===== src/rtl/bf_pkg.sv =====
// Shared opcode, ASCII and FSM definitions for the TinyBF program loader.
package bf_pkg;

  localparam logic [3:0] OP_HALT = 4'd0;
  localparam logic [3:0] OP_INCP = 4'd1;
  localparam logic [3:0] OP_DECP = 4'd2;
  localparam logic [3:0] OP_INC  = 4'd3;
  localparam logic [3:0] OP_DEC  = 4'd4;
  localparam logic [3:0] OP_OUT  = 4'd5;
  localparam logic [3:0] OP_IN   = 4'd6;
  localparam logic [3:0] OP_JMPF = 4'd7;
  localparam logic [3:0] OP_JMPB = 4'd8;

  localparam logic [7:0] ASCII_GT    = 8'h3E;
  localparam logic [7:0] ASCII_LT    = 8'h3C;
  localparam logic [7:0] ASCII_PLUS  = 8'h2B;
  localparam logic [7:0] ASCII_MINUS = 8'h2D;
  localparam logic [7:0] ASCII_DOT   = 8'h2E;
  localparam logic [7:0] ASCII_COMMA = 8'h2C;
  localparam logic [7:0] ASCII_LBRK  = 8'h5B;
  localparam logic [7:0] ASCII_RBRK  = 8'h5D;
  localparam logic [7:0] ASCII_TERM  = 8'h21;

  typedef enum logic [2:0] {
    ST_IDLE  = 3'd0,
    ST_ARM   = 3'd1,
    ST_RECV  = 3'd2,
    ST_WRITE = 3'd3,
    ST_FILL  = 3'd4,
    ST_DONE  = 3'd5
  } prog_state_e;

endpackage


===== src/rtl/bf_char_decode.sv =====
// Maps one received ASCII byte to a TinyBF opcode; flags commands and the terminator.
module bf_char_decode
  import bf_pkg::*;
(
  input  logic [7:0] rx_data_i,
  output logic       is_cmd_o,
  output logic       is_term_o,
  output logic [3:0] opcode_o
);

  always_comb begin
    is_cmd_o  = 1'b1;
    is_term_o = 1'b0;
    opcode_o  = OP_HALT;
    case (rx_data_i)
      ASCII_GT:    opcode_o = OP_INCP;
      ASCII_LT:    opcode_o = OP_DECP;
      ASCII_PLUS:  opcode_o = OP_INC;
      ASCII_MINUS: opcode_o = OP_DEC;
      ASCII_DOT:   opcode_o = OP_OUT;
      ASCII_COMMA: opcode_o = OP_IN;
      ASCII_LBRK:  opcode_o = OP_JMPF;
      ASCII_RBRK:  opcode_o = OP_JMPB;
      ASCII_TERM: begin
        is_cmd_o  = 1'b0;
        is_term_o = 1'b1;
      end
      default:     is_cmd_o = 1'b0;
    endcase
  end

endmodule


===== src/rtl/bf_prog_ctrl.sv =====
// Programming-mode controller: loads decoded opcodes into program memory,
// pads the tail with HALT and shares the memory port with the CPU fetch path.
module bf_prog_ctrl
  import bf_pkg::*;
#(
  parameter int ADDR_W = 5,
  parameter int OP_W   = 4
) (
  input  logic              clk_i,
  input  logic              rst_i,
  input  logic              prog_mode_i,
  input  logic              cpu_busy_i,
  input  logic [7:0]        rx_data_i,
  input  logic              rx_valid_i,
  input  logic [ADDR_W-1:0] cpu_addr_i,
  output logic [ADDR_W-1:0] mem_addr_o,
  output logic              mem_we_o,
  output logic [OP_W-1:0]   mem_wdata_o,
  output logic              cpu_hold_o,
  output logic              prog_busy_o,
  output logic              done_o,
  output logic              overrun_o,
  output logic [ADDR_W:0]   prog_len_o
);

  localparam logic [ADDR_W-1:0] ADDR_ONE  = 1;
  localparam logic [ADDR_W-1:0] ADDR_LAST = {ADDR_W{1'b1}};
  localparam logic [ADDR_W:0]   LEN_ONE   = 1;

  prog_state_e       state_q, state_d;
  logic              mode_q;
  logic [ADDR_W-1:0] addr_q, addr_d;
  logic [ADDR_W:0]   len_q, len_d;
  logic              ovr_q, ovr_d;
  logic [OP_W-1:0]   op_q, op_d;

  logic       dec_cmd, dec_term;
  logic [3:0] dec_op;
  logic       mode_rise;

  bf_char_decode u_decode (
    .rx_data_i (rx_data_i),
    .is_cmd_o  (dec_cmd),
    .is_term_o (dec_term),
    .opcode_o  (dec_op)
  );

  assign mode_rise = prog_mode_i & ~mode_q;

  always_ff @(posedge clk_i or negedge rst_i) begin
    if (!rst_i) begin
      state_q <= ST_IDLE;
      mode_q  <= 1'b0;
      addr_q  <= '0;
      len_q   <= '0;
      ovr_q   <= 1'b0;
      op_q    <= '0;
    end else begin
      state_q <= state_d;
      mode_q  <= prog_mode_i;
      addr_q  <= addr_d;
      len_q   <= len_d;
      ovr_q   <= ovr_d;
      op_q    <= op_d;
    end
  end

  always_comb begin
    state_d     = state_q;
    addr_d      = addr_q;
    len_d       = len_q;
    ovr_d       = ovr_q;
    op_d        = op_q;
    mem_we_o    = 1'b0;
    mem_wdata_o = OP_W'(OP_HALT);
    done_o      = 1'b0;
    case (state_q)
      ST_IDLE: begin
        if (mode_rise) begin
          state_d = ST_ARM;
          addr_d  = '0;
          len_d   = '0;
          ovr_d   = 1'b0;
        end
      end
      ST_ARM: begin
        if (!prog_mode_i)     state_d = ST_IDLE;
        else if (!cpu_busy_i) state_d = ST_RECV;
      end
      ST_RECV: begin
        if (rx_valid_i && dec_cmd) begin
          op_d    = OP_W'(dec_op);
          state_d = ST_WRITE;
        end else if ((rx_valid_i && dec_term) || !prog_mode_i) begin
          state_d = ST_FILL;
        end
      end
      ST_WRITE: begin
        mem_we_o    = 1'b1;
        mem_wdata_o = op_q;
        len_d       = len_q + LEN_ONE;
        // A full memory needs no HALT padding.
        if (addr_q == ADDR_LAST) begin
          state_d = ST_DONE;
        end else begin
          addr_d  = addr_q + ADDR_ONE;
          state_d = ST_RECV;
        end
      end
      ST_FILL: begin
        mem_we_o = 1'b1;
        if (addr_q == ADDR_LAST) state_d = ST_DONE;
        else                     addr_d  = addr_q + ADDR_ONE;
      end
      ST_DONE: begin
        done_o  = 1'b1;
        state_d = ST_IDLE;
      end
      default: state_d = ST_IDLE;
    endcase
    // No backpressure on the UART, so bytes arriving while busy writing are lost.
    if (rx_valid_i && (state_q == ST_WRITE || state_q == ST_FILL || state_q == ST_DONE))
      ovr_d = 1'b1;
  end

  assign prog_busy_o = (state_q != ST_IDLE);
  assign cpu_hold_o  = prog_busy_o;
  assign mem_addr_o  = prog_busy_o ? addr_q : cpu_addr_i;
  assign overrun_o   = ovr_q;
  assign prog_len_o  = len_q;

endmodule


===== config.mk =====
export PLATFORM = sky130hd
export DESIGN_NAME = bf_prog_ctrl
export DESIGN_NICKNAME = d
export VERILOG_FILES = /design/src/rtl/bf_pkg.sv /design/src/rtl/bf_char_decode.sv /design/src/rtl/bf_prog_ctrl.sv
export SDC_FILE = /design/constraint.sdc
export NUM_CORES = 1
export LEC_CHECK = 0
export CAP_MARGIN = 0
export CORE_MARGIN = 2
export CORE_UTILIZATION = 45
export CTS_CLUSTER_SIZE = 8
export DETAILED_ROUTE_END_ITERATION = 8
export PLACE_DENSITY = 0.81
export RECOVER_POWER = 25
export SETUP_SLACK_MARGIN = 0.02
export SYNTH_ARGS = -nofsm -noshare
export SYNTH_HDL_FRONTEND = slang
export SYNTH_SLANG_ARGS = --single-unit

===== constraint.sdc =====
create_clock -name clk_i -period 2.85 [get_ports clk_i]
set_input_delay 0.57 -clock clk_i [delete_from_list [all_inputs] [get_ports clk_i]]
set_output_delay 0.57 -clock clk_i [all_outputs]
set_load 0.1 [all_outputs]

==> results.json <==
{
  "relSlewSlack_pct": 38.3,
  "p_comb_share_pct": 66.7,
  "clockRootBuffer": "sky130_fd_sc_hd__clkbuf_4",
  "post_route_cells_drive_above_1_share_pct": 17.5,
  "critPathBufInv": 2,
  "post_synth_edffs": 0,
  "net_count_of_the_finished_layout": 228,
  "worst-setup-path-type": "reg2out",
  "syn-mean-instance-area_um2": 8.20,
  "die_area_um2": 3640,
  "crit_top_cell": "sky130_fd_sc_hd__nand2_1",
  "hold_buffers": 0,
  "grt_first_pass_wirelength_um": 5620,
  "r2r_setup_slack_ps": 640,
  "min_delay_path_depth": 2,
  "run_status": "finished clean",
  "synthArstFlopShare_pct": 100,
  "synth_cell_types": 45,
  "yosys_most_used_dff": "sky130_fd_sc_hd__dfrtp_1",
  "post-route-worst-setup-slack_ps": 350,
  "timing.setup.tns_ps": 0,
  "critical_path.max_fanout": 22,
  "power.switching_mw": 1.17,
  "post-route-cell-area_um2": 1920,
  "critical_path.startpoint_type": "flip-flop",
  "tritoncts": "done",
  "dp_hpwl_um": 2590,
  "grt_start_max_net_pins": 23,
  "finalWorstPathRequiredPeriod_ps": 2500,
  "clk_pin_slew_worst_paths_ps": 130,
  "switching_share_pct": 57.3,
  "detailed_place.area_um2": 1870,
  "ant_nets": 0,
  "drt-wirelength-per-cell_um": 13.4,
  "gp_congestion": 0.785,
  "num_antenna_cells": 0,
  "grt_setup_unrepaired": "false",
  "drt_iter0_drc": 87,
  "global_route_total_usage_across_every_layer_pct": 20.2,
  "cp_data_required_time_ps": 2280,
  "std_cell_rows": 20,
  "timing_max_transition_violations_final": 0,
  "floorplan.initialDensity_pct": 47.1,
  "crit_chain": "nor3_4 -> inv_1 -> nand2_1 -> nand2_1 -> buf_12",
  "clock_insertion_delay_worst_skew_ps": 310,
  "maxCapViolations": 0,
  "logic_depth_of_the_worst_path_buffers_included": 5,
  "synth_register_bits": 20,
  "route.detailed.vias_per_inst": 5.60,
  "worst_slew_pin_slew_ps": 922,
  "finalHoldViolations": 0,
  "netlist_instances": 174,
  "timing.critical_path.to_type": "primary output",
  "irDropWorstVdd_mv": 0.359,
  "clock_sink_count": 20,
  "cp_slowest_cell": "sky130_fd_sc_hd__dfrtp_1",
  "pin_count": 38,
  "post-cts-setup-buffer-count": 0,
  "post-place-ws_ps": 502,
  "worst-r2r-cell-count": 8,
  "detailedRoute.firstPassIterationCount": 4,
  "achievable-frequency_ghz": 0.400,
  "share_clk_of_total_power_pct": 11.7,
  "die-width_um": 60.3,
  "grt_pass1_vias": 1333,
  "finalClockSkew_ps": 1.81,
  "cts_made_buffers": 3,
  "critical_path.top_delay_family": "flip-flops",
  "io_buffer_count": 37,
  "hp-class": "reg2reg",
  "mappedNetlistArea_um2": 1430,
  "post_cts.resized_instances": 0,
  "power_density_nw_per_um2": 1060,
  "seq_power_share_pct": 21.6,
  "setup.worst_path.start": "state_q[1]",
  "final_setup_violation_count": 0,
  "critical_path.reg2reg.startpoint": "addr_q[0]",
  "syn_nets": 195,
  "critical-path-max-stage-delay_ps": 640,
  "gr-total-overflow": 0,
  "layout-area-overhead-vs-synth_pct": 34.7,
  "ys.warnings.count": 0,
  "static-leakage-power_nw": 0.850,
  "dieHeight_um": 60.3,
  "placeableCoreArea_um2": 3030,
  "cp.arrival_ps": 1930,
  "detailroute.via_count": 1401,
  "synth_sequential_area_ratio_pct": 35.1,
  "remaining_drc_errors": 0,
  "h_tree_depth": 1,
  "antenna_found_initial": 0,
  "finalCritPeriodShare_pct": 87.7,
  "hold_path.startpoint": "op_q[3]",
  "route.final.wire_length_um": 3350,
  "cts_buffer_depth": 2,
  "p_int_uw": 873
}
[layer usage]
| layer | part of all wire, % | global-route usage, % | up-vias |
|---|---|---|---|
| met5 | 0 | 0 | - |
| met4 | 1.3 | 7.94 | 0 |
| met3 | 5.9 | 1.52 | 4 |
| li1 | - | - | 690 |
| met1 | 42 | 24.6 | 644 |
| met2 | 51 | 36.8 | 63 |
[tightest hold or removal path, cell delays in order, from the launching register on]
cell and delay, ps:
sky130_fd_sc_hd__dfrtp_1 360, sky130_fd_sc_hd__nand2_1 50, sky130_fd_sc_hd__o21ai_0 60
[power by group through the flow]
| stage | Sequential, mW | Clock [mW] | Combinational [mW] |
|---|---|---|---|
| 3_3_place_gp | 0.442 | 0 | 1.35 |
| 5_1_grt | 0.456 | 0.252 | 1.44 |
| 4_1_cts | 0.440 | 0.241 | 1.37 |
| 6_report | 0.442 | 0.240 | 1.36 |
| 3_5_place_dp | 0.447 | 0 | 1.37 |
| 2_1_floorplan | 0.502 | 0 | 0.957 |
[placed cells by master, fill, tap and decap left out, types with 2 or more instances in the layout]
cell type	n
sky130_fd_sc_hd__nand2_1	32
sky130_fd_sc_hd__dfrtp_1	20
sky130_fd_sc_hd__o21ai_0	18
sky130_fd_sc_hd__clkdlybuf4s50_1	15
sky130_fd_sc_hd__buf_4	12
sky130_fd_sc_hd__nand3_1	10
sky130_fd_sc_hd__buf_12	10
sky130_fd_sc_hd__nor2_1	9
sky130_fd_sc_hd__and3_1	6
sky130_fd_sc_hd__a21oi_1	6
sky130_fd_sc_hd__inv_1	5
sky130_fd_sc_hd__nor2b_1	4
sky130_fd_sc_hd__nand4_1	4
sky130_fd_sc_hd__o21ai_1	3
sky130_fd_sc_hd__and4bb_2	3
sky130_fd_sc_hd__nor4bb_1	3
sky130_fd_sc_hd__a31oi_1	3
sky130_fd_sc_hd__nand2b_1	3
sky130_fd_sc_hd__ha_1	3
sky130_fd_sc_hd__clkbuf_4	3
sky130_fd_sc_hd__a21boi_0	2
sky130_fd_sc_hd__nor3b_1	2
sky130_fd_sc_hd__and2_1	2
sky130_fd_sc_hd__a22o_1	2
sky130_fd_sc_hd__nor3_1	2
sky130_fd_sc_hd__o22ai_1	2
sky130_fd_sc_hd__nand3b_1	2
sky130_fd_sc_hd__dlygate4sd3_1	2
[kinds of logic (layout without fill, tap and decap cells)]
family	after synthesis	after routing	synth area share [%]
AOI/OAI and AO/OA	45	45	19.8
xor gates and xnor gates	1	1	0.614
buffers and inverters	16	48	6.40
and+or+nand+nor	89	89	35.5
DFF	20	20	35.1
adders and majority gates	3	3	2.63
[sequential cells by signal, indices dropped and copies added (netlist names)]
name and cells:
addr_q 5, state_q 3, op_q 4, prog_len_o 6, mode_q 1, overrun_o 1
[final cells by class]
| cell class | instances | area, um^2 |
|---|---|---|
| repair buffers | 39 | 460 |
| multi-input cells | 138 | 836 |
| well taps | 44 | 55.1 |
| fillers | 248 | 1100 |
| clock buffers | 3 | 22.5 |
| clock inverters | 1 | 30.0 |
| inverters | 5 | 18.8 |
| flip-flops and latches | 20 | 500 |
[stage by stage]
step / std cells / power (mW) / util, % / hold slack [ps]
CTS: 250 / 2.05 / 63.5 / 503
global placement: 246 / 1.79 / 61.8 / 470
global route: 250 / 2.14 / 63.5 / 532
floorplan: 174 / 1.46 / - / 274
finish: 250 / 2.04 / 63.5 / 503
detailed placement: 246 / 1.82 / 61.8 / 475
[path summary, 6_finish.rpt]
check / endpoint
min: op_q[3]
min in group asynchronous: addr_q[2]
min reg2reg: op_q[3]
max: mem_addr_o[1]
max reg2reg: addr_q[2]
max in group asynchronous: mode_q
[synth_stat cells (all sizes together) (2+ instances only)]
library cell,number,area share (%)
nor2,9,2.4
nor3b,3,1.9
a22o,2,1.2
ha,3,2.6
nand3,10,3.5
nand4,4,1.8
and2,3,1.5
a21oi,7,3.2
a31oi,3,1.3
nor4b,2,1.7
nand3b,2,1.1
nor4bb,3,2.1
and3,6,2.6
o21ai,21,7.4
nor2b,4,1.8
a21boi,2,1.1
and4bb,3,2.6
nand2,33,8.9
inv,5,1.3
nor3,3,1.8
o22ai,2,0.88
clkbuf,3,0.88
dfrtp,20,35
buf,8,4.2
nand2b,3,1.3
No activity file was read; power rests on OpenSTA's default activity.
